`src/rtl/spm_pkg.sv`:
```
// Shared types and widths for the scratchpad bank initiator.
package spm_pkg;

    localparam int unsigned SPM_ADDR_W = 9;
    localparam int unsigned SPM_DATA_W = 32;

    typedef enum logic [1:0] {
        IDLE,
        WRITE,
        READ,
        DRAIN
    } spm_init_state_t;

    // One buffered read response: the word plus its end-of-burst tag.
    typedef struct packed {
        logic [SPM_DATA_W-1:0] data;
        logic                  last;
    } spm_resp_t;

endpackage

```
`src/rtl/scratchpad_bank_if.sv`:
```
// Request/response wires between a bank initiator and one SRAM bank wrapper.
interface scratchpad_bank_if;
    import spm_pkg::*;

    logic                  ren;
    logic                  wen;
    logic [SPM_ADDR_W-1:0] addr;
    logic [SPM_DATA_W-1:0] wdata;
    logic [SPM_DATA_W-1:0] rdata;
    logic                  rvalid;

    modport ctrl (output ren, wen, addr, wdata, input rdata, rvalid);
    modport bank (input ren, wen, addr, wdata, output rdata, rvalid);

endinterface

```
`src/rtl/spm_resp_fifo.sv`:
```
// Small circular FIFO of read responses; DEPTH must be a power of two.
module spm_resp_fifo
    import spm_pkg::*;
#(
    parameter int unsigned DEPTH = 4
) (
    input  logic                         clk,
    input  logic                         rst,
    input  logic                         push,
    input  spm_resp_t                    push_data,
    input  logic                         pop,
    output spm_resp_t                    pop_data,
    output logic                         full,
    output logic                         empty,
    output logic [$clog2(DEPTH+1)-1:0]   count
);
    localparam int unsigned PTR_W = (DEPTH > 1) ? $clog2(DEPTH) : 1;
    localparam int unsigned CNT_W = $clog2(DEPTH + 1);

    spm_resp_t        mem_q [DEPTH];
    logic [PTR_W-1:0] wr_ptr_q;
    logic [PTR_W-1:0] rd_ptr_q;
    logic [CNT_W-1:0] count_q;
    logic             do_push;
    logic             do_pop;

    assign full     = (count_q == CNT_W'(DEPTH));
    assign empty    = (count_q == '0);
    assign do_push  = push && !full;
    assign do_pop   = pop && !empty;
    assign count    = count_q;
    assign pop_data = mem_q[rd_ptr_q];

    // Entry storage; contents are don't-care until written.
    always_ff @(posedge clk) begin
        if (do_push) begin
            mem_q[wr_ptr_q] <= push_data;
        end
    end

    // Pointers wrap naturally because DEPTH is a power of two.
    always_ff @(posedge clk or negedge rst) begin
        if (!rst) begin
            wr_ptr_q <= '0;
            rd_ptr_q <= '0;
            count_q  <= '0;
        end else begin
            if (do_push) wr_ptr_q <= wr_ptr_q + PTR_W'(1);
            if (do_pop)  rd_ptr_q <= rd_ptr_q + PTR_W'(1);
            case ({do_push, do_pop})
                2'b10:   count_q <= count_q + CNT_W'(1);
                2'b01:   count_q <= count_q - CNT_W'(1);
                default: count_q <= count_q;
            endcase
        end
    end

    // A push into a full FIFO means the upstream credit accounting is broken.
    assert property (@(posedge clk) disable iff (!rst) !(push && full))
        else $error("spm_resp_fifo: push while full");

endmodule

```
`src/rtl/spm_bank_initiator.sv`:
```
// Burst sequencer for one scratchpad bank: per-word ren/wen requests plus a
// credit-limited response FIFO that hides the bank's one-cycle read latency.
module spm_bank_initiator
    import spm_pkg::*;
#(
    parameter int unsigned RESP_DEPTH = 4
) (
    input  logic                  clk,
    input  logic                  rst,
    input  logic                  cmd_valid,
    output logic                  cmd_ready,
    input  logic                  cmd_write,
    input  logic [SPM_ADDR_W-1:0] cmd_addr,
    input  logic [SPM_ADDR_W-1:0] cmd_len,
    input  logic                  wr_valid,
    output logic                  wr_ready,
    input  logic [SPM_DATA_W-1:0] wr_data,
    output logic                  rd_valid,
    input  logic                  rd_ready,
    output logic [SPM_DATA_W-1:0] rd_data,
    output logic                  rd_last,
    output logic                  busy,
    scratchpad_bank_if.ctrl       bank_if
);
    localparam int unsigned CNT_W = $clog2(RESP_DEPTH + 1);
    localparam int unsigned OCC_W = CNT_W + 1;
    localparam logic [OCC_W-1:0] DEPTH_OCC = OCC_W'(RESP_DEPTH);

    spm_init_state_t       state_q;
    logic [SPM_ADDR_W-1:0] cur_addr_q;
    logic [SPM_ADDR_W-1:0] beats_q;
    logic [CNT_W-1:0]      inflight_q;
    logic                  last_s1_q;
    logic                  last_s2_q;
    logic                  ren_q;
    logic                  wen_q;
    logic [SPM_ADDR_W-1:0] addr_q;
    logic [SPM_DATA_W-1:0] wdata_q;

    logic                  final_beat;
    logic                  wr_fire;
    logic                  issue;
    logic                  resp_capture;
    logic                  fifo_pop;
    logic                  fifo_full;
    logic                  fifo_empty;
    logic [CNT_W-1:0]      fifo_count;
    logic [OCC_W-1:0]      occupancy;
    spm_resp_t             fifo_in;
    spm_resp_t             fifo_head;

    assign final_beat = (beats_q == '0);
    assign wr_fire    = (state_q == WRITE) && wr_valid;
    assign fifo_pop   = !fifo_empty && rd_ready;

    // A pop this edge frees a slot, so a new read may claim it without a bubble.
    assign occupancy = {1'b0, fifo_count} + {1'b0, inflight_q} - {{CNT_W{1'b0}}, fifo_pop};
    assign issue     = (state_q == READ) && (occupancy < DEPTH_OCC);

    // Responses with nothing in flight are leftovers from before a reset.
    assign resp_capture = bank_if.rvalid && (inflight_q != '0);
    assign fifo_in      = '{data: bank_if.rdata, last: last_s2_q};

    assign cmd_ready = (state_q == IDLE);
    assign wr_ready  = (state_q == WRITE);
    assign rd_valid  = !fifo_empty;
    assign rd_data   = fifo_empty ? '0 : fifo_head.data;
    assign rd_last   = !fifo_empty && fifo_head.last;
    assign busy      = (state_q != IDLE) || !fifo_empty;

    assign bank_if.ren   = ren_q;
    assign bank_if.wen   = wen_q;
    assign bank_if.addr  = addr_q;
    assign bank_if.wdata = wdata_q;

    // Command FSM with the burst address and remaining-beat counters.
    always_ff @(posedge clk or negedge rst) begin
        if (!rst) begin
            state_q    <= IDLE;
            cur_addr_q <= '0;
            beats_q    <= '0;
        end else begin
            unique case (state_q)
                IDLE: begin
                    if (cmd_valid) begin
                        cur_addr_q <= cmd_addr;
                        beats_q    <= cmd_len;
                        state_q    <= cmd_write ? WRITE : READ;
                    end
                end
                WRITE: begin
                    if (wr_fire) begin
                        cur_addr_q <= cur_addr_q + SPM_ADDR_W'(1);
                        beats_q    <= beats_q - SPM_ADDR_W'(1);
                        if (final_beat) state_q <= IDLE;
                    end
                end
                READ: begin
                    if (issue) begin
                        cur_addr_q <= cur_addr_q + SPM_ADDR_W'(1);
                        beats_q    <= beats_q - SPM_ADDR_W'(1);
                        if (final_beat) state_q <= DRAIN;
                    end
                end
                DRAIN: begin
                    if (inflight_q == '0) state_q <= IDLE;
                end
                default: state_q <= IDLE;
            endcase
        end
    end

    // Registered bank request; address and data hold between requests.
    always_ff @(posedge clk or negedge rst) begin
        if (!rst) begin
            ren_q   <= 1'b0;
            wen_q   <= 1'b0;
            addr_q  <= '0;
            wdata_q <= '0;
        end else begin
            ren_q <= issue;
            wen_q <= wr_fire;
            if (issue || wr_fire) addr_q  <= cur_addr_q;
            if (wr_fire)          wdata_q <= wr_data;
        end
    end

    // Outstanding-read credit and the last-beat tag riding alongside rvalid.
    always_ff @(posedge clk or negedge rst) begin
        if (!rst) begin
            inflight_q <= '0;
            last_s1_q  <= 1'b0;
            last_s2_q  <= 1'b0;
        end else begin
            case ({issue, resp_capture})
                2'b10:   inflight_q <= inflight_q + CNT_W'(1);
                2'b01:   inflight_q <= inflight_q - CNT_W'(1);
                default: inflight_q <= inflight_q;
            endcase
            last_s1_q <= issue && final_beat;
            last_s2_q <= last_s1_q;
        end
    end

    spm_resp_fifo #(
        .DEPTH (RESP_DEPTH)
    ) u_resp_fifo (
        .clk       (clk),
        .rst       (rst),
        .push      (resp_capture),
        .push_data (fifo_in),
        .pop       (fifo_pop),
        .pop_data  (fifo_head),
        .full      (fifo_full),
        .empty     (fifo_empty),
        .count     (fifo_count)
    );

    // Every captured response must find a free FIFO slot.
    assert property (@(posedge clk) disable iff (!rst) !(resp_capture && fifo_full))
        else $error("spm_bank_initiator: response arrived with no FIFO room");

    assert property (@(posedge clk) disable iff (!rst) !(ren_q && wen_q))
        else $error("spm_bank_initiator: ren and wen both high");

endmodule

```
`src/flat_wrapper.sv`:
```
// flat-port wrapper written by rule: the top's interface ports become plain ports
module spm_bank_initiator_flat import spm_pkg::*;
#(
    parameter int unsigned RESP_DEPTH = 4
)
  (clk, rst, cmd_valid, cmd_ready, cmd_write, cmd_addr, cmd_len, wr_valid, wr_ready, wr_data, rd_valid, rd_ready, rd_data, rd_last, busy, bank_if_ren, bank_if_wen, bank_if_addr, bank_if_wdata, bank_if_rdata, bank_if_rvalid);
  scratchpad_bank_if bank_if_i ();
  input  logic clk;
  input  logic rst;
  input  logic cmd_valid;
  output logic cmd_ready;
  input  logic cmd_write;
  input  logic [SPM_ADDR_W-1:0] cmd_addr;
  input  logic [SPM_ADDR_W-1:0] cmd_len;
  input  logic wr_valid;
  output logic wr_ready;
  input  logic [SPM_DATA_W-1:0] wr_data;
  output logic rd_valid;
  input  logic rd_ready;
  output logic [SPM_DATA_W-1:0] rd_data;
  output logic rd_last;
  output logic busy;
  output wire logic [$bits(bank_if_i.ren)-1:0] bank_if_ren;
  output wire logic [$bits(bank_if_i.wen)-1:0] bank_if_wen;
  output wire logic [$bits(bank_if_i.addr)-1:0] bank_if_addr;
  output wire logic [$bits(bank_if_i.wdata)-1:0] bank_if_wdata;
  input wire logic [$bits(bank_if_i.rdata)-1:0] bank_if_rdata;
  input wire logic [$bits(bank_if_i.rvalid)-1:0] bank_if_rvalid;
  assign bank_if_ren = bank_if_i.ren;
  assign bank_if_wen = bank_if_i.wen;
  assign bank_if_addr = bank_if_i.addr;
  assign bank_if_wdata = bank_if_i.wdata;
  assign bank_if_i.rdata = bank_if_rdata;
  assign bank_if_i.rvalid = bank_if_rvalid;
  spm_bank_initiator #(.RESP_DEPTH(RESP_DEPTH)) u_core (.clk(clk), .rst(rst), .cmd_valid(cmd_valid), .cmd_ready(cmd_ready), .cmd_write(cmd_write), .cmd_addr(cmd_addr), .cmd_len(cmd_len), .wr_valid(wr_valid), .wr_ready(wr_ready), .wr_data(wr_data), .rd_valid(rd_valid), .rd_ready(rd_ready), .rd_data(rd_data), .rd_last(rd_last), .busy(busy), .bank_if(bank_if_i));
endmodule
```
`config.mk`:
```
export PLATFORM = sky130hd
export DESIGN_NAME = spm_bank_initiator_flat
export DESIGN_NICKNAME = d
export VERILOG_FILES = /design/src/rtl/spm_pkg.sv /design/src/rtl/scratchpad_bank_if.sv /design/src/rtl/spm_resp_fifo.sv /design/src/rtl/spm_bank_initiator.sv /design/src/flat_wrapper.sv
export SDC_FILE = /design/constraint.sdc
export NUM_CORES = 1
export LEC_CHECK = 0
export BUFFER_PORTS_ARGS = -buffer_cell sky130_fd_sc_hd__buf_4
export CAP_MARGIN = 25
export CORE_MARGIN = 3
export CORE_UTILIZATION = 55
export DETAILED_ROUTE_END_ITERATION = 7
export GPL_TIMING_DRIVEN = 0
export PLACE_DENSITY = 0.87
export SLEW_MARGIN = 20
export SYNTH_ARGS = -nofsm -noshare
export SYNTH_HDL_FRONTEND = slang
export SYNTH_HIERARCHICAL = 1
export SYNTH_SLANG_ARGS = --single-unit
```
`constraint.sdc`:
```
create_clock -name clk -period 5.15 [get_ports clk]
set_clock_uncertainty 0.1 [all_clocks]
set_input_delay 0.7725 -clock clk [delete_from_list [all_inputs] [get_ports clk]]
set_output_delay 0.7725 -clock clk [all_outputs]
set_load 0.1 [all_outputs]
```
==> metrics.yaml <==
outcome: "finished, final reports clean"
critPathMaxFanout: 10
rsz0062_at_grt: "false"
endpoint_kind: "flip-flop"
syn-cell-area_um2: 8766
antenna_cells: 0
finalSetupViolations: 0
ys_seq_elements: 207
io_pins: 169
grtUsageTotal_pct: 21.30
syn_area_per_cell_um2: 16.54
first_iter_violations: 321
first_pass_iters: 5
synth_edf_count: 132
ant_nets: 0
wl_um: 18480
post-cts-setup-buffers: 0
cts_max_level: 1
overflow: 0
clock_path_buffers: 3
relSlewSlack_pct: 37.26
path_class: "flip-flop to flip-flop"
placementRows: 45
cts_root_buffer: "clkbuf_16"
drive_gt1_share_pct: 40.41
cts.sinks: 207
fin_crit_sh_pct: 86.40
yosysSeqAreaShare_pct: 66.63
placedCellCount: 913
synth.area.top_cells: "edfxtp_1, dfrtp_1, mux4_2"
drv_cap: 0
endpoint: "u_core/inflight_q[1]"
dpl.hpwl_um: 12660
final_common_cell: "buf_4"
grt_pass1_vias: 5828
gp_congestion: 0.8037
synth_top_cell_by_area: "edfxtp_1"
r2r_start: "u_core/u_resp_fifo/count[0]"
cp_data_arrival_time_ns: 4.74
drv_slew: 0
critPathLaunchType: "flip-flop"
cts_hold_buf: 0
port_buffers: 168
fin_setup_tns_ns: 0
final_util_pct: 71.74
critPathLaunch: "u_core/u_resp_fifo/count[0]"
core_area_um2: 15370
cts_tree: "yes"
die_h_um: 132.2
layout_common_cells: "buf_4, edfxtp_1, dfrtp_1"
hold_viol_final: 0
layout.nets: 833
synthFlopType: "edfxtp_1"
ys_types: 52
hp-start: "u_core/last_s1_q"
grt_pass1_wl_um: 30010
r2r_end: "u_core/inflight_q[1]"
period_needed_ns: 4.449
r2r_slack_ns: 0.70
syn_nets: 638
synthCells: 530
area_growth_syn_to_layout_pct: 25.79
fmax_mhz: 224.8
tightest_slew_ns: 0.9411
die_x_um: 132.2
clk_latency_ns: 0.49
dieArea_um2: 17490
antenna_found_initial: 0
viasPerCell: 5.654
start_util_pct: 57.03
drc: 0
post_layout_nonfiller_instances: 951
clk_pin_slew_worst_paths_ns: 0.06
yosys_warnings: 6
hold_class: "flip-flop to flip-flop"
grt_max_degree: 76
ctsResizeCount: 0
reg2reg_depth: 13
hold-worst-slack_ns: 0.2464
worst_ep_required_time_ns: 5.44
async_reset_ff_share_pct: 36.23
synth_top_cell_area_share_pct: 45.22
wl_per_cell_um: 19.43
numCtsBuffers: 21
num_vias: 5377
area by class of cell:
cell class                      instances  area (um^2)
Fill cell                            1020         4344
Clock inverter                          6        31.28
Timing Repair Buffer                  172         1341
Buffer                                 23        162.7
Tap cell                              211        264.0
Multi-Input combinational cell        272         2668
Clock buffer                           32        614.3
Sequential cell                       207         5841
Inverter                               28        105.1
worst max-delay path: stages (launching register included):
cell and delay (ns):
dfrtp_1 0.46, nor3_2 0.67, clkbuf_1 0.58, nor2b_1 0.15, ha_1 0.23, inv_1 0.05, ha_1 0.22, and3b_4 0.19
nor4_2 0.51, o21ai_2 0.20, ha_1 0.28, inv_1 0.07, fa_1 0.40, o21ai_0 0.23
routing by layer:
| layer | vias up | wire length (um) | global-route usage (%) |
|---|---|---|---|
| met5 | - | 0 | 0 |
| met4 | 0 | 277 | 4.908 |
| met3 | 26 | 1692 | 6.221 |
| met2 | 267 | 9481 | 37.43 |
| met1 | 2695 | 7027 | 26.34 |
| li1 | 2389 | - | - |
state kept, by name, summed over array words and instances, names as in the netlist, 2 cells and up:
name and count:
u_core/u_resp_fifo/rd_ptr_q 2, u_core/u_resp_fifo/count 3, u_core/beats_q 9, u_core/bank_if.addr 9
u_core/bank_if.wdata 32, u_core/u_resp_fifo/wr_ptr_q 2, u_core/u_resp_fifo/mem_q 132, u_core/inflight_q 3
u_core/state_q 2, u_core/cur_addr_q 9
stage by stage:
stage	setup WS (ns)	instance area (um^2)
after floorplan	1.514	8766
after global placement	0.5086	10290
after detailed placement	0.7520	10380
after CTS	0.6797	11030
after global routing	0.3898	11030
final	0.7006	11030
worst min path at each step:
stage,endpoint,slack [ns],cells after the start
after detailed placement,u_core/last_s2_q,0.23,0
after global routing,u_core/last_s2_q,0.27,0
after floorplan,u_core/last_s2_q,0.23,0
after global placement,u_core/last_s2_q,0.23,0
after CTS,u_core/last_s2_q,0.25,0
final,u_core/last_s2_q,0.25,0
cell usage after synthesis, drive strengths merged, types with 3 or more instances:
library cell and number:
mux2i 8, nor2b 37, o22ai 4, xnor2 5
xor2 5, nor4b 5, mux2 42, clkbuf 12
inv 28, a21oi 9, o21ai 19, buf 11
mux4 33, nand3 13, nand2b 7, nor3 6
edfxtp 132, a211o 5, ha 17, nand2 18
nor3b 3, dfrtp 75, o31a 4, nor2 5
and2 5, nand4 3
cell families after synthesis:
group | Yosys count | synth area share (%)
adders and majority gates | 19 | 2.883
muxes | 83 | 15.00
AOI/OAI and AO/OA | 50 | 3.968
buffers and inverters | 51 | 3.054
DFF | 207 | 66.63
xor gates and xnor gates | 10 | 0.9991
and+or+nand+nor | 110 | 7.465
Power is left out: the tool's default activity adds up to more than one toggle a clock period on the data nets, which glitch-free logic cannot reach.
